===== src/rtl/float_ops_unit_pkg.sv =====
// Shared constants for the float operations unit: op encodings, compare codes and
// binary32 field widths.
package float_ops_unit_pkg;

  localparam int unsigned SIGN_W = 1;
  localparam int unsigned EXP_W  = 8;
  localparam int unsigned MAN_W  = 23;
  localparam int unsigned WORD_W = SIGN_W + EXP_W + MAN_W;

  localparam logic [1:0] OP_ADD      = 2'd0;
  localparam logic [1:0] OP_SUB      = 2'd1;
  localparam logic [1:0] OP_FROM_INT = 2'd2;
  localparam logic [1:0] OP_CMP      = 2'd3;

  localparam logic [1:0] CMP_EQ = 2'b00;
  localparam logic [1:0] CMP_LT = 2'b01;
  localparam logic [1:0] CMP_GT = 2'b10;

  localparam logic [EXP_W-1:0] EXP_MAX = 8'hFF;

endpackage


===== src/rtl/float_lzc.sv =====
// 32-bit leading-zero counter; an all-zero word reports 32.
module float_lzc (
  input  logic [31:0] in_word,
  output logic [5:0]  count
);

  // Scanning upward lets the highest set bit win.
  always_comb begin
    count = 6'd32;
    for (int i = 0; i < 32; i++) begin
      if (in_word[i]) count = 6'(31 - i);
    end
  end

endmodule


===== src/rtl/float_ops_unit.sv =====
// Combinational binary32 add/sub, int-to-float and compare, with hold registers that
// present the last enabled result while en is low.
module float_ops_unit
  import float_ops_unit_pkg::*;
(
  input  logic              clk,
  input  logic              reset,
  input  logic              en,
  input  logic [1:0]        op,
  input  logic [WORD_W-1:0] a,
  input  logic [WORD_W-1:0] b,
  output logic [WORD_W-1:0] result,
  output logic [1:0]        cmp,
  output logic [31:0]       debug
);

  // Operand fields; exponent 0 is flushed to zero, exponent 255 is infinity.
  logic             a_sign, b_sign_eff;
  logic [EXP_W-1:0] a_exp, b_exp;
  logic             a_zero, b_zero, a_inf, b_inf;
  logic [30:0]      a_mag, b_mag;
  logic [23:0]      a_sig, b_sig;

  assign a_sign     = a[31];
  assign b_sign_eff = b[31] ^ (op == OP_SUB);
  assign a_exp      = a[30:23];
  assign b_exp      = b[30:23];
  assign a_zero     = (a_exp == '0);
  assign b_zero     = (b_exp == '0);
  assign a_inf      = (a_exp == EXP_MAX);
  assign b_inf      = (b_exp == EXP_MAX);
  assign a_mag      = a_zero ? '0 : a[30:0];
  assign b_mag      = b_zero ? '0 : b[30:0];
  assign a_sig      = a_zero ? '0 : {1'b1, a[22:0]};
  assign b_sig      = b_zero ? '0 : {1'b1, b[22:0]};

  // Adder: larger magnitude first so an effective subtract never goes negative.
  logic             a_is_big, big_sign, eff_sub;
  logic [EXP_W-1:0] big_exp, small_exp, exp_diff;
  logic [23:0]      big_sig, small_sig;
  logic [26:0]      big_ext, small_ext, add_sum;

  assign a_is_big  = (a_mag >= b_mag);
  assign big_sign  = a_is_big ? a_sign : b_sign_eff;
  assign big_exp   = a_is_big ? a_exp : b_exp;
  assign small_exp = a_is_big ? b_exp : a_exp;
  assign big_sig   = a_is_big ? a_sig : b_sig;
  assign small_sig = a_is_big ? b_sig : a_sig;
  assign exp_diff  = big_exp - small_exp;
  assign eff_sub   = a_sign ^ b_sign_eff;

  // Two guard bits below the significand; shifts of 26 or more leave nothing.
  assign big_ext   = {1'b0, big_sig, 2'b00};
  assign small_ext = {1'b0, small_sig, 2'b00} >> exp_diff;
  assign add_sum   = eff_sub ? (big_ext - small_ext) : (big_ext + small_ext);

  // Int conversion operand magnitude; 0x80000000 negates to itself, which is correct unsigned.
  logic        int_neg;
  logic [31:0] int_abs;

  assign int_neg = a[31];
  assign int_abs = int_neg ? (~a + 32'd1) : a;

  // One leading-zero counter serves both normalizers.
  logic [31:0] lzc_in, norm_shifted;
  logic [5:0]  lz;
  logic [22:0] norm_man;

  assign lzc_in = (op == OP_FROM_INT) ? int_abs : {add_sum, 5'b0};

  float_lzc u_lzc (
    .in_word (lzc_in),
    .count   (lz)
  );

  assign norm_shifted = lzc_in << lz;
  assign norm_man     = 23'(norm_shifted >> 8);

  // The significand's leading one sits at sum bit 25, so no shift means exponent + 1.
  logic signed [9:0] add_exp;
  logic [WORD_W-1:0] add_res;

  assign add_exp = $signed({2'b00, big_exp}) + 10'sd1 - $signed({4'b0000, lz});

  always_comb begin
    add_res = '0;
    if (a_inf) begin
      add_res = {a_sign, EXP_MAX, 23'd0};
    end else if (b_inf) begin
      add_res = {b_sign_eff, EXP_MAX, 23'd0};
    end else if (add_sum == '0) begin
      add_res = '0;
    end else if (add_exp >= 10'sd255) begin
      add_res = {big_sign, EXP_MAX, 23'd0};
    end else if (add_exp <= 10'sd0) begin
      add_res = '0;
    end else begin
      add_res = {big_sign, add_exp[7:0], norm_man};
    end
  end

  logic [EXP_W-1:0]  int_exp;
  logic [WORD_W-1:0] int_res;

  assign int_exp = 8'd158 - {2'b00, lz};
  assign int_res = (int_abs == '0) ? '0 : {int_neg, int_exp, norm_man};

  // Compare keys: NaN folds onto infinity and zeros lose their sign.
  logic [30:0] a_key, b_key;
  logic        a_neg, b_neg;
  logic [1:0]  cmp_res;

  assign a_key = a_inf ? {EXP_MAX, 23'd0} : a_mag;
  assign b_key = b_inf ? {EXP_MAX, 23'd0} : b_mag;
  assign a_neg = a[31] && (a_key != '0);
  assign b_neg = b[31] && (b_key != '0);

  always_comb begin
    cmp_res = CMP_EQ;
    if (a_neg != b_neg) begin
      cmp_res = a_neg ? CMP_LT : CMP_GT;
    end else if (a_key == b_key) begin
      cmp_res = CMP_EQ;
    end else if (!a_neg) begin
      cmp_res = (a_key < b_key) ? CMP_LT : CMP_GT;
    end else begin
      cmp_res = (a_key > b_key) ? CMP_LT : CMP_GT;
    end
  end

  logic [WORD_W-1:0] result_d;
  logic [1:0]        cmp_d;
  logic [31:0]       debug_d;
  logic [5:0]        shift_used;

  always_comb begin
    result_d   = '0;
    cmp_d      = CMP_EQ;
    shift_used = lz;
    unique case (op)
      OP_ADD, OP_SUB: result_d = add_res;
      OP_FROM_INT:    result_d = int_res;
      OP_CMP: begin
        cmp_d      = cmp_res;
        shift_used = '0;
      end
      default: result_d = '0;
    endcase
  end

  assign debug_d = {6'd0, op, result_d[30:23], 10'd0, shift_used};

  logic [WORD_W-1:0] result_q;
  logic [1:0]        cmp_q;
  logic [31:0]       debug_q;

  always_ff @(posedge clk or posedge reset) begin
    if (reset) begin
      result_q <= '0;
      cmp_q    <= CMP_EQ;
      debug_q  <= '0;
    end else if (en) begin
      result_q <= result_d;
      cmp_q    <= cmp_d;
      debug_q  <= debug_d;
    end
  end

  assign result = en ? result_d : result_q;
  assign cmp    = en ? cmp_d : cmp_q;
  assign debug  = en ? debug_d : debug_q;

endmodule


===== config.mk =====
export PLATFORM = sky130hd
export DESIGN_NAME = float_ops_unit
export DESIGN_NICKNAME = d
export VERILOG_FILES = /design/src/rtl/float_ops_unit_pkg.sv /design/src/rtl/float_lzc.sv /design/src/rtl/float_ops_unit.sv
export SDC_FILE = /design/constraint.sdc
export NUM_CORES = 1
export LEC_CHECK = 0
export CORE_MARGIN = 3
export CORE_UTILIZATION = 55
export DETAILED_ROUTE_END_ITERATION = 10
export GPL_TIMING_DRIVEN = 0
export MAX_ROUTING_LAYER = met4
export PLACE_DENSITY_LB_ADDON = 0.08
export SYNTH_ARGS = -nofsm -noshare
export SYNTH_HDL_FRONTEND = slang
export SYNTH_SLANG_ARGS = --single-unit

===== constraint.sdc =====
create_clock -name clk -period 65.2 [get_ports clk]
set_clock_uncertainty 0.15 [all_clocks]
set_input_delay 19.56 -clock clk [delete_from_list [all_inputs] [get_ports clk]]
set_output_delay 19.56 -clock clk [all_outputs]
set_load 0.02 [all_outputs]

### After elaboration in Yosys (flattened, before gate mapping)

Index checks and enable logic that the tools add are counted.

| cells by class | value |
|---|---|
| $add $sub $neg | 7 |
| order comparisons | 5 |
| equal/unequal tests | 7 |
| shift-type cells | 2 |
| muxes and demuxes | 64 |
| bitwise logic cells | 3 |
| reductions and logical operators | 10 |

Operators with widths:

| kind | number |
|---|---|
| $mux 32 | 10 |
| $mux 6 | 33 |
| $mux 31 | 4 |
| $mux 24 | 4 |
| $pmux 32 s2 | 1 |
| $reduce_bool 31->1 | 2 |
| $add 32x1->32 const B | 1 |
| $logic_not 32->1 | 1 |
| $not 32->32 | 1 |
| $shl 32x6->31 | 1 |
| $eq 31x31->1 | 1 |
| $ge 31x31->1 | 1 |
| $gt 31x31->1 | 1 |
| $lt 31x31->1 | 1 |
| $add 26x27->27 | 1 |
| $logic_not 27->1 | 1 |
| $mux 27 | 1 |
| $shr 26x8->27 | 1 |
| $sub 26x27->27 | 1 |
| $eq 8x8->1 const B | 2 |
| $logic_not 8->1 | 2 |
| $mux 2 | 8 |
| $mux 8 | 2 |
| $ge 10x9->1 const B | 1 |
| other kinds (13) | 16 |

| word-level totals | value |
|---|---|
| bits in registers | 66 |
| input bits | 69 |
| output and inout bits | 66 |
| logic and storage cells | 101 |

### Longest topological paths before layout

Gate-level depths: netlist of the first run.

| logic depth | value |
|---|---|
| word-level depth | 50 |
| depth in mapped cells | 77 |
| gate-level depth less buffers | 64 |

### By module

A second synthesis of the first run with hierarchy kept.

| second synthesis, totals | value |
|---|---|
| cell total of the unflattened synthesis | 2168 |
| area, all modules | 14561.5 um^2 |

Modules (own cells, without submodules):

| module | times used | cells each | area an instance (um^2) | sequential area each (um^2) |
|---|---|---|---|---|
| float_ops_unit | 1 | 2103 | 14193.6 | 1651.6 |
| float_lzc | 1 | 65 | 367.9 | 0.0 |

### Worst setup path after synthesis of the first run

OpenSTA, ideal clock, no wires.

| timing path | value |
|---|---|
| kind | in2out |
| start | input port b[26] |
| end | output port result[15] |
| data arrival time | 34.121 ns |
| required time | 45.490 ns |
| path slack | 11.369 ns |
| stages | 71 |
| buffers on the path | 17 |
| cell sequence | clkbuf_1 or4_1 clkbuf_2 or2_2 clkbuf_1 clkbuf_1 clkbuf_1 buf_1 nand2_1 ha_1 and4_1 nand3_1 or4b_1 or4_1 buf_2 nand3_2 buf_4 buf_4 [35 not listed] inv_2 clkbuf_1 buf_2 ha_1 ha_1 a21oi_1 nor2_1 nor2_1 xnor2_1 or4_1 a2111oi_0 nand2_1 o311a_1 buf_4 a21bo_1 buf_2 o21a_1 a22o_1 |

| on the way | value |
|---|---|
| word-level cells in the longest chain between the ends | 45 |
| elaborated cells on any way between the ends | 56 |
| classes of those cells | 5 x add/sub; 3 x order compare; 1 x eq/ne; 2 x shift; 43 x mux; 2 x reduce/logical |

RTL lines:

| what | RTL line | RTL |
|---|---|---|
| start: declaration | float_ops_unit.sv:11 | `input logic [WORD_W-1:0] b,` |
| $logic_not 8->1 | float_ops_unit.sv:29 | `assign b_zero = (b_exp == '0);` |
| $mux 31 | float_ops_unit.sv:33 | `assign b_mag = b_zero ? '0 : b[30:0];` |
| $ge 31x31->1 | float_ops_unit.sv:43 | `assign a_is_big = (a_mag >= b_mag);` |
| $mux 8 (on tied branches) | float_ops_unit.sv:45, float_ops_unit.sv:46 |  |
| $sub 8x8->8 | float_ops_unit.sv:49 | `assign exp_diff = big_exp - small_exp;` |
| $shr 26x8->27 | float_ops_unit.sv:54 | `assign small_ext = {1'b0, small_sig, 2'b00} >> exp_diff;` |
| $add 26x27->27 or $sub 26x27->27 (tied branches) | float_ops_unit.sv:55 | `assign add_sum = eff_sub ? (big_ext - small_ext) : (big_ext + small_ext);` |
| $mux 27 | float_ops_unit.sv:55 |  |
| [29 not listed] | - |  |
| $le 10x1->1 | float_ops_unit.sv:95 | `end else if (add_exp <= 10'sd0) begin` |
| $mux 32 | float_ops_unit.sv:95 |  |
| $mux 32 | float_ops_unit.sv:93 | `end else if (add_exp >= 10'sd255) begin` |
| $mux 32 | float_ops_unit.sv:91 | `end else if (add_sum == '0) begin` |
| $mux 32 | float_ops_unit.sv:89 | `end else if (b_inf) begin` |
| $mux 32 | float_ops_unit.sv:87 | `if (a_inf) begin` |
| $pmux 32 s2 * | float_ops_unit.sv:140 | `unique case (op)` |
| $mux 32 * | - |  |
| end: declaration | float_ops_unit.sv:12 | `output logic [WORD_W-1:0] result,` |

Every way passes the cells marked *; elsewhere a longest branch is shown, timed or not.

### Final worst setup path of the first run

| timing path | value |
|---|---|
| start | input port b[24] |
| end | output port result[9] |

The elaborated chain is that of the path after synthesis.

==> impl_summary.md, run 1 <==
Power
The switching power is 0.000225 W. The worst-case IR drop observed on VDD is 21.0 µV. Per report_power, the combinational group accounts for 75.0% of the total. The switching portion of total power is 54.0%. The clock network is responsible for 12.3% of the overall power. The internal power consumption is 0.000191 W. The share of total power dissipated in sequential elements is 12.7%. The total power density per cell area is 24.7 nW/µm².

The leakage power total is 7.28 nW.

Timing
The share of the clock period used by the worst path after layout is 92.5%. For the final routed database, the setup TNS stands at 0 ns. The number of failing hold endpoints at the final stage is 0. The time the final worst path needs with I/O delays and setup is 60.28 ns. Measured against its own limit, the worst slew margin works out to 2.46%. Setup violations remaining at the end of the flow were counted as 0. Setup repair after global routing left no endpoint under its margin. The maximum achievable frequency is 0.0166 GHz. The number of pins with negative max-slew slack in the final report was 0.

At the pin with the least slew margin, the transition time is 1.45 ns.

Run
The reported max-cap violation count is 0.

Critical path
The startpoint class of the critical path is a primary input. The worst register-to-register path begins at result_q[17]. The path type of the worst setup path is primary input to output pin. The endpoint required time on the critical path is 45.49 ns. The cell family contributing the most delay on the critical path is compound AO/OA/AOI/OAI gates. The number of buffers and inverters on the critical path is 18. Measured in cells, the most critical reg-to-reg path has a length of 3. Along the worst path, the maximum fanout reaches 10. The largest individual stage delay along the critical path comes from the cell sky130_fd_sc_hd__a2111oi_0. The type of destination of the critical path is an output pin. The delay of the slowest critical-path stage is 0.77 ns. The setup slack of the most critical reg-to-reg path is 63.93 ns. The most frequent cell on the critical path is sky130_fd_sc_hd__clkbuf_1. The data arrival time of the critical path is 40.57 ns. In this run the critical register-to-register path is captured at result_q[17].

Floorplan
The die extent in y is 170 µm. The die outline area is 29100 µm². Pin placement for this block handled 135 I/O pins. The placeable core region is 26400 µm². Once the floorplan was initialized, standard cells occupied 56.4% of the core. Measured along the x axis, the die boundary spans 170 µm. The number of placement rows is 59.

GRT
For this run the aggregate overflow at the end of global routing stands at 0. For this run, global-route usage on met2 was measured as 65.1%. The global-route wire length before repair is 99.3 mm. For met3 alone, demand over resource in global routing was 12.6%. The most heavily used metal layer in global routing is met2. The met1 demand-to-capacity share in global routing is 59.4%. The largest net degree at the start of global routing is 38.

The via count of the first global-routing pass is 16900. The global-route usage over all layers is 45.2%. The number of antenna violations at the first check in global routing is 1.

Synth
The share of synthesized cell area in and, or, nand and nor gates is 27.5%. After technology mapping, the gate count stands at 2163. Summing the areas of all compound-gate instances in the mapped netlist gives 31.1% of the synthesized area. The post-synthesis async set-or-reset flop share is 100%. The mean cell area of the mapped netlist is 6.88 µm². Counting flops with a built-in enable in the synthesized netlist gives 0. In this run, distinct cell masters in the synthesized netlist total 111.

Synthesis inferred 66 register bits. Summing the areas of all xor and xnor instances in the mapped netlist gives 4.66% of the synthesized area. The sequential-to-total area share from yosys stat is 11.1%. When the netlist entered floorplanning its net count stood at 2354. The cell area after synthesis is 14900 µm².

Yosys attributes the largest share of cell area to sky130_fd_sc_hd__dfrtp_1 (11%), sky130_fd_sc_hd__ha_1 (10%), sky130_fd_sc_hd__nand2_1 (6.8%). The proportion of netlist area held by the largest area contributor is 11.1%. The largest total area in the synthesized netlist belongs to sky130_fd_sc_hd__dfrtp_1. After Yosys synthesis, full adders, half adders and majority gates account for 11.0% of the synthesized area. In the synthesized netlist the dominant register cell turns out to be sky130_fd_sc_hd__dfrtp_1. Multiplexer cells account for 7.40% of the synthesized area. After synthesis, the largest family of logic cells by area is compound AO/OA/AOI/OAI gates. The total number of yosys warnings is 0.

CTS
No sink is reached through more buffers than the 2 on the longest clock path. The H-tree was split into 3 levels. The count of cells resized by post-cts repair is 0. In this run the clock root is driven by a sky130_fd_sc_hd__clkbuf_16. The post-CTS setup-driven buffer insertion count is 0. The number of buffers added to fix hold violations after cts is 0. The clock net in this run drives a total of 66 sinks.

In this run, CTS created clock tree buffers numbering 9. The clock-pin slew of the registers on the worst-case setup and hold paths is 0.06 ns. The clock latency at the later pin of the worst-skew pair is 0.34 ns. TritonCTS built the clock tree.

Route
The detail route stage leaves a number of antenna-violating nets equal to 0. After detailed routing, the average wire length per cell comes to 25.1 µm. The number of design rule violations left after detail routing is 0. The DRC violation total after the first TritonRoute iteration is 2477. The routed layout has 18500 vias.

The routed via count divided by cell count is 7.02. The routed design has 66.2 mm of wire. The pre-antenna-repair detailed-routing pass consisted of 8 iterations.

Worst hold path
The class of the tightest hold or removal check is flop to flop. Counting instances, the worst hold path has a depth of 1. For hold timing, the worst endpoint is result_q[24]. The worst hold path begins at result_q[24].

Placement
Port buffering added 120 buffers. At the end of routability-driven placement, the weighted congestion stood at 1.16. The half-perimeter wire length of the detailed placement result is 52.9 mm. The placement-stage cell area is 16500 µm².

Cells and area
Relative to the synthesized area, the layout overhead comes to 13.1%. For this run, the share of the core covered by cells in the final layout is 63.8%. After routing the design area is 16800 µm². Leaving out fill and tap cells, the most frequent cell in the layout is sky130_fd_sc_hd__nand2_1. In the layout the commonest cells are sky130_fd_sc_hd__nand2_1 (268), sky130_fd_sc_hd__nor2_1 (215), sky130_fd_sc_hd__a21oi_1 (169). The post-route netlist has 6.26% of its cells at a drive strength greater than 1. For this run, the post-layout net count is 2486.

Status
The flow ran to the end, and the final reports show no timing, DRC or antenna violations.
==> worst max-delay path by stage <==
stage / cells past startpoint / endpoint / start / slack [ns]
2_1_floorplan: 71 / result[15] / b[26] / 11.37
3_3_place_gp: 71 / result[9] / b[24] / 5.93
3_5_place_dp: 71 / result[9] / b[24] / 5.87
4_1_cts: 71 / result[9] / b[24] / 5.83
5_1_grt: 72 / result[13] / b[24] / 4.00
6_report: 71 / result[9] / b[24] / 4.92
==> state kept, by name (all words and copies together) (netlist names) <==
name,cells
cmp_q,2
debug_q,32
result_q,32
==> layer usage <==
layer	wire, µm	vias to the layer above	part of all wire [%]
met4	3770	0	5.7
met3	9360	275	14
met2	27400	1440	41
li1	-	8187	-
met5	0	-	0
met1	25700	8591	39
==> power groups by stage <==
| stage | sequential (W) | combinational (W) | clock [W] |
|---|---|---|---|
| finish | 0.0000528 | 0.000312 | 0.0000511 |
| global route | 0.0000535 | 0.000329 | 0.0000532 |
| CTS | 0.0000527 | 0.000298 | 0.0000513 |
| detailed placement | 0.0000532 | 0.000296 | 0 |
| global placement | 0.0000527 | 0.000292 | 0 |
| floorplan | 0.0000523 | 0.000203 | 0 |
==> cells in the mapped netlist (20+ instances only) <==
master                     count
sky130_fd_sc_hd__a211oi_1     27
sky130_fd_sc_hd__a21o_1       40
sky130_fd_sc_hd__a21oi_1     169
sky130_fd_sc_hd__a31oi_1      24
sky130_fd_sc_hd__and2_1       22
sky130_fd_sc_hd__and3_1       25
sky130_fd_sc_hd__clkbuf_1    123
sky130_fd_sc_hd__dfrtp_1      66
sky130_fd_sc_hd__ha_1        120
sky130_fd_sc_hd__inv_1        94
sky130_fd_sc_hd__mux2_2       23
sky130_fd_sc_hd__mux2i_1      71
sky130_fd_sc_hd__nand2_1     268
sky130_fd_sc_hd__nand2b_1     35
sky130_fd_sc_hd__nand3_1      71
sky130_fd_sc_hd__nand4_1      28
sky130_fd_sc_hd__nor2_1      215
sky130_fd_sc_hd__nor2b_1      40
sky130_fd_sc_hd__nor3_1       48
sky130_fd_sc_hd__nor4_1       21
sky130_fd_sc_hd__o211ai_1     20
sky130_fd_sc_hd__o21ai_0     132
sky130_fd_sc_hd__o31ai_1      24
sky130_fd_sc_hd__or3_1        20
sky130_fd_sc_hd__xnor2_1      46
sky130_fd_sc_hd__xor2_1       30
==> kinds of logic after synthesis <==
family	count (synthesis)
AO/OA/AOI/OAI	674
AND/OR/NAND/NOR	851
adder cells (fa/ha/maj)	131
XOR/XNOR	77
buffers and inverters	262
flip-flops	66
multiplexers	102
==> layout make-up <==
| cell class | count | area [µm²] |
|---|---|---|
| clock buffer | 9 | 225 |
| fill | 2399 | 9530 |
| antenna | 1 | 2.50 |
| clock inverter | 7 | 82.6 |
| timing repair buffer | 121 | 1220 |
| buffer | 161 | 693 |
| inverter | 101 | 382 |
| sequential | 66 | 1650 |
| multi-input combinational | 1835 | 12100 |
| tap | 335 | 419 |
==> metrics by stage <==
step	hold WS (ns)	power [W]	worst slack (ns)	std cells
2_1_floorplan	0.384	0.000255	11.37	2163
3_3_place_gp	0.308	0.000345	5.93	2618
3_5_place_dp	0.318	0.000349	5.87	2619
4_1_cts	0.333	0.000402	5.83	2635
5_1_grt	0.358	0.000436	4.00	2636
6_report	0.331	0.000416	4.92	2636
(Power assumes the default switching activity.)
==> run 2, diff against run 1 <==
CORE_UTILIZATION = 52   (was 55)
==> impl_summary.md, run 2 (synthesized netlist as in run 1, its figures left out) <==
Status
The flow ran to the end, and the final reports show no timing, DRC or antenna violations.

CTS
The clock tree from TritonCTS is yes. The clock-pin slew of the registers on the worst-case setup and hold paths is 0.06 ns. The number of levels the H-tree was split into is 3. In this run the post-CTS setup repair buffer count came out at 0. The longest clock path from root to sink contains 2 buffers. The clock reaches the later pin of the worst-skew pair after 0.34 ns.

Buffers inserted to repair hold after CTS numbered 0. The clock tree root buffer cell is sky130_fd_sc_hd__clkbuf_16. The clock drives 66 sinks. Once the clock tree was built, the resizer swapped 0 gates to a different size.

TritonCTS created 9 clock buffers.

Critical path
The largest fanout on the critical path is 10. For flop-to-flop paths, the worst setup slack is 64.01 ns. The path type of the worst setup path is primary input to output pin. The standard cell with the maximum stage delay on the critical path is sky130_fd_sc_hd__a2111oi_0. At the worst endpoint, the required time is 45.49 ns. The delay of the slowest critical-path stage is 0.82 ns.

STA classifies the critical path endpoint as an output pin. The cell that appears most often on the critical path is sky130_fd_sc_hd__clkbuf_1. The data arrival time of the critical path is 40.64 ns. The startpoint class of the critical path is a primary input.

GRT
The global-route wire length before repair is 99.6 mm. The number of antenna violations at the first check in global routing is 0. The global-route usage over all layers is 42.6%.

The total congestion overflow is 0. The largest net degree at the start of global routing is 39. The via count of the first global-routing pass is 16900.

Cells and area
The design area is 16900 µm². The largest registers in the layout are debug_q: 32 flops, result_q: 32 flops, cmp_q: 2 flops. 0 antenna diodes ended up in the layout.

In the layout the commonest cells are sky130_fd_sc_hd__nand2_1 (268), sky130_fd_sc_hd__nor2_1 (215), sky130_fd_sc_hd__a21oi_1 (169). The multi-input logic area is 12200 µm². The count of filler cells inserted in the layout is 2680. The area added between synthesis and finish is 13.6%. The number of nets in the finished design is 2486. The commonest non-fill, non-tap cell in the layout is sky130_fd_sc_hd__nand2_1. The fraction of layout instances using a drive strength above 1 is 6.30%.

The sequential cells in the finished layout cover a total of 1650 µm².

Power
The overall power after layout is 0.000419 W. The worst voltage drop across the vdd grid is 19.6 µV. Summed over all cells, the static leakage comes to 7.30 nW. Dividing total power by cell area gives a power density of 24.8 nW/µm².

Placement
The placement-stage cell area is 16600 µm². The count of input and output buffers is 120. Routability-driven placement finished with a final weighted congestion of 1.13.

Detailed placement ended at an HPWL of 53.3 mm.

Timing
Derived from the worst setup path, the maximum achievable clock frequency is 0.0166 GHz. The worst path needs 60.35 ns of the cycle, external delays included. The actual transition at the worst max-transition pin is 1.24 ns. The number of pins with negative max-slew slack in the final report is 0.

The count of endpoints failing setup in the final report is 0. The share of the clock period used by the worst path after layout is 92.6%. The number of failing hold endpoints at the final stage is 0. Headroom to the max-slew limit came out at 16.8%. In the final timing run, aggregate negative setup slack is 0 ns.

Setup repair after global routing left no endpoint under its margin.

Route
Before antenna repair, the detailed router went through 7 iterations. For this run, design rule violations remaining after detail routing come to 0. Using the TritonRoute via totals, the vias-per-cell ratio works out to 6.85. The post-detailed-route count of antenna-violating nets is 0. The final wirelength is 65.7 mm.

The total via count after detailed routing is 18300. In the final routed layout, each cell accounts on average for 24.6 µm. After the first detailed-routing iteration, the DRC count stood at 2640.

Floorplan
The number of top-level pins is 135. The die is 175 µm wide. The starting utilization of the core area is 53.1%. The die covers 30700 µm². The die is 175 µm tall.

In this run the core area contains 61 standard-cell rows. The placeable core region is 28000 µm².

Worst hold path
The path class of the tightest hold or removal check is flop to flop.

Run
The tool flagged a number of max-cap violations equal to 0.
## run 2: cell count changes in the layout (fill, tap and decap cells not counted), sizes merged
cell,previous run,this run
clkbuf,133,135
clkinvlp,2,0
diode,1,0
## run 2: worst paths after layout
path	start	end	cells past startpoint
setup / recovery	b[24]	result[19]	72
hold / removal	debug_q[17]	debug_q[17]	1
setup reg to reg	result_q[20]	result_q[20]	3
hold reg to reg	debug_q[17]	debug_q[17]	1
max in group asynchronous	reset	result_q[0]	3
min in group asynchronous	reset	debug_q[13]	2
## run 2: per-layer routing
metal	vias up	GRT usage [%]	routed length [µm]
met5	-	-	0
li1	8186	-	-
met4	0	14.1	2960
met1	8624	57.7	26700
met3	235	9.76	8200
met2	1286	62.6	27900
## run 2: power by group
group	switching, W	internal, W
clock	0.0000204	0.0000324
sequential	0.00000294	0.0000498
combinational	0.000202	0.000111
## run 2: layout make-up
type	instances	share of cell area [%]
timing repair buffer	121	7.23
multi-input combinational	1835	71.9
clock inverter	5	0.400
clock buffer	11	1.50
tap	378	2.80
buffer	161	4.10
sequential	66	9.78
inverter	101	2.26
## run 2: worst max-delay path: cells and delay by family
family / cells / cell delay [ns]
and+or+nand+nor: 21 / 4.82
AOI/OAI and AO/OA: 24 / 7.38
adders and majority gates: 5 / 1.60
muxes: 1 / 0.16
xor gates and xnor gates: 1 / 0.14
buffers and inverters: 20 / 6.91
## run 2: metrics by stage
stage	std cells	hold slack, ns	utilization [%]	worst slack, ns
final	2678	0.329	60.3	4.85
after global routing	2678	0.356	60.3	3.75
after detailed placement	2662	0.315	59.1	5.66
after global placement	2661	0.309	59.1	5.64
after floorplan	2163	0.384	-	11.37
after CTS	2678	0.332	60.3	5.56
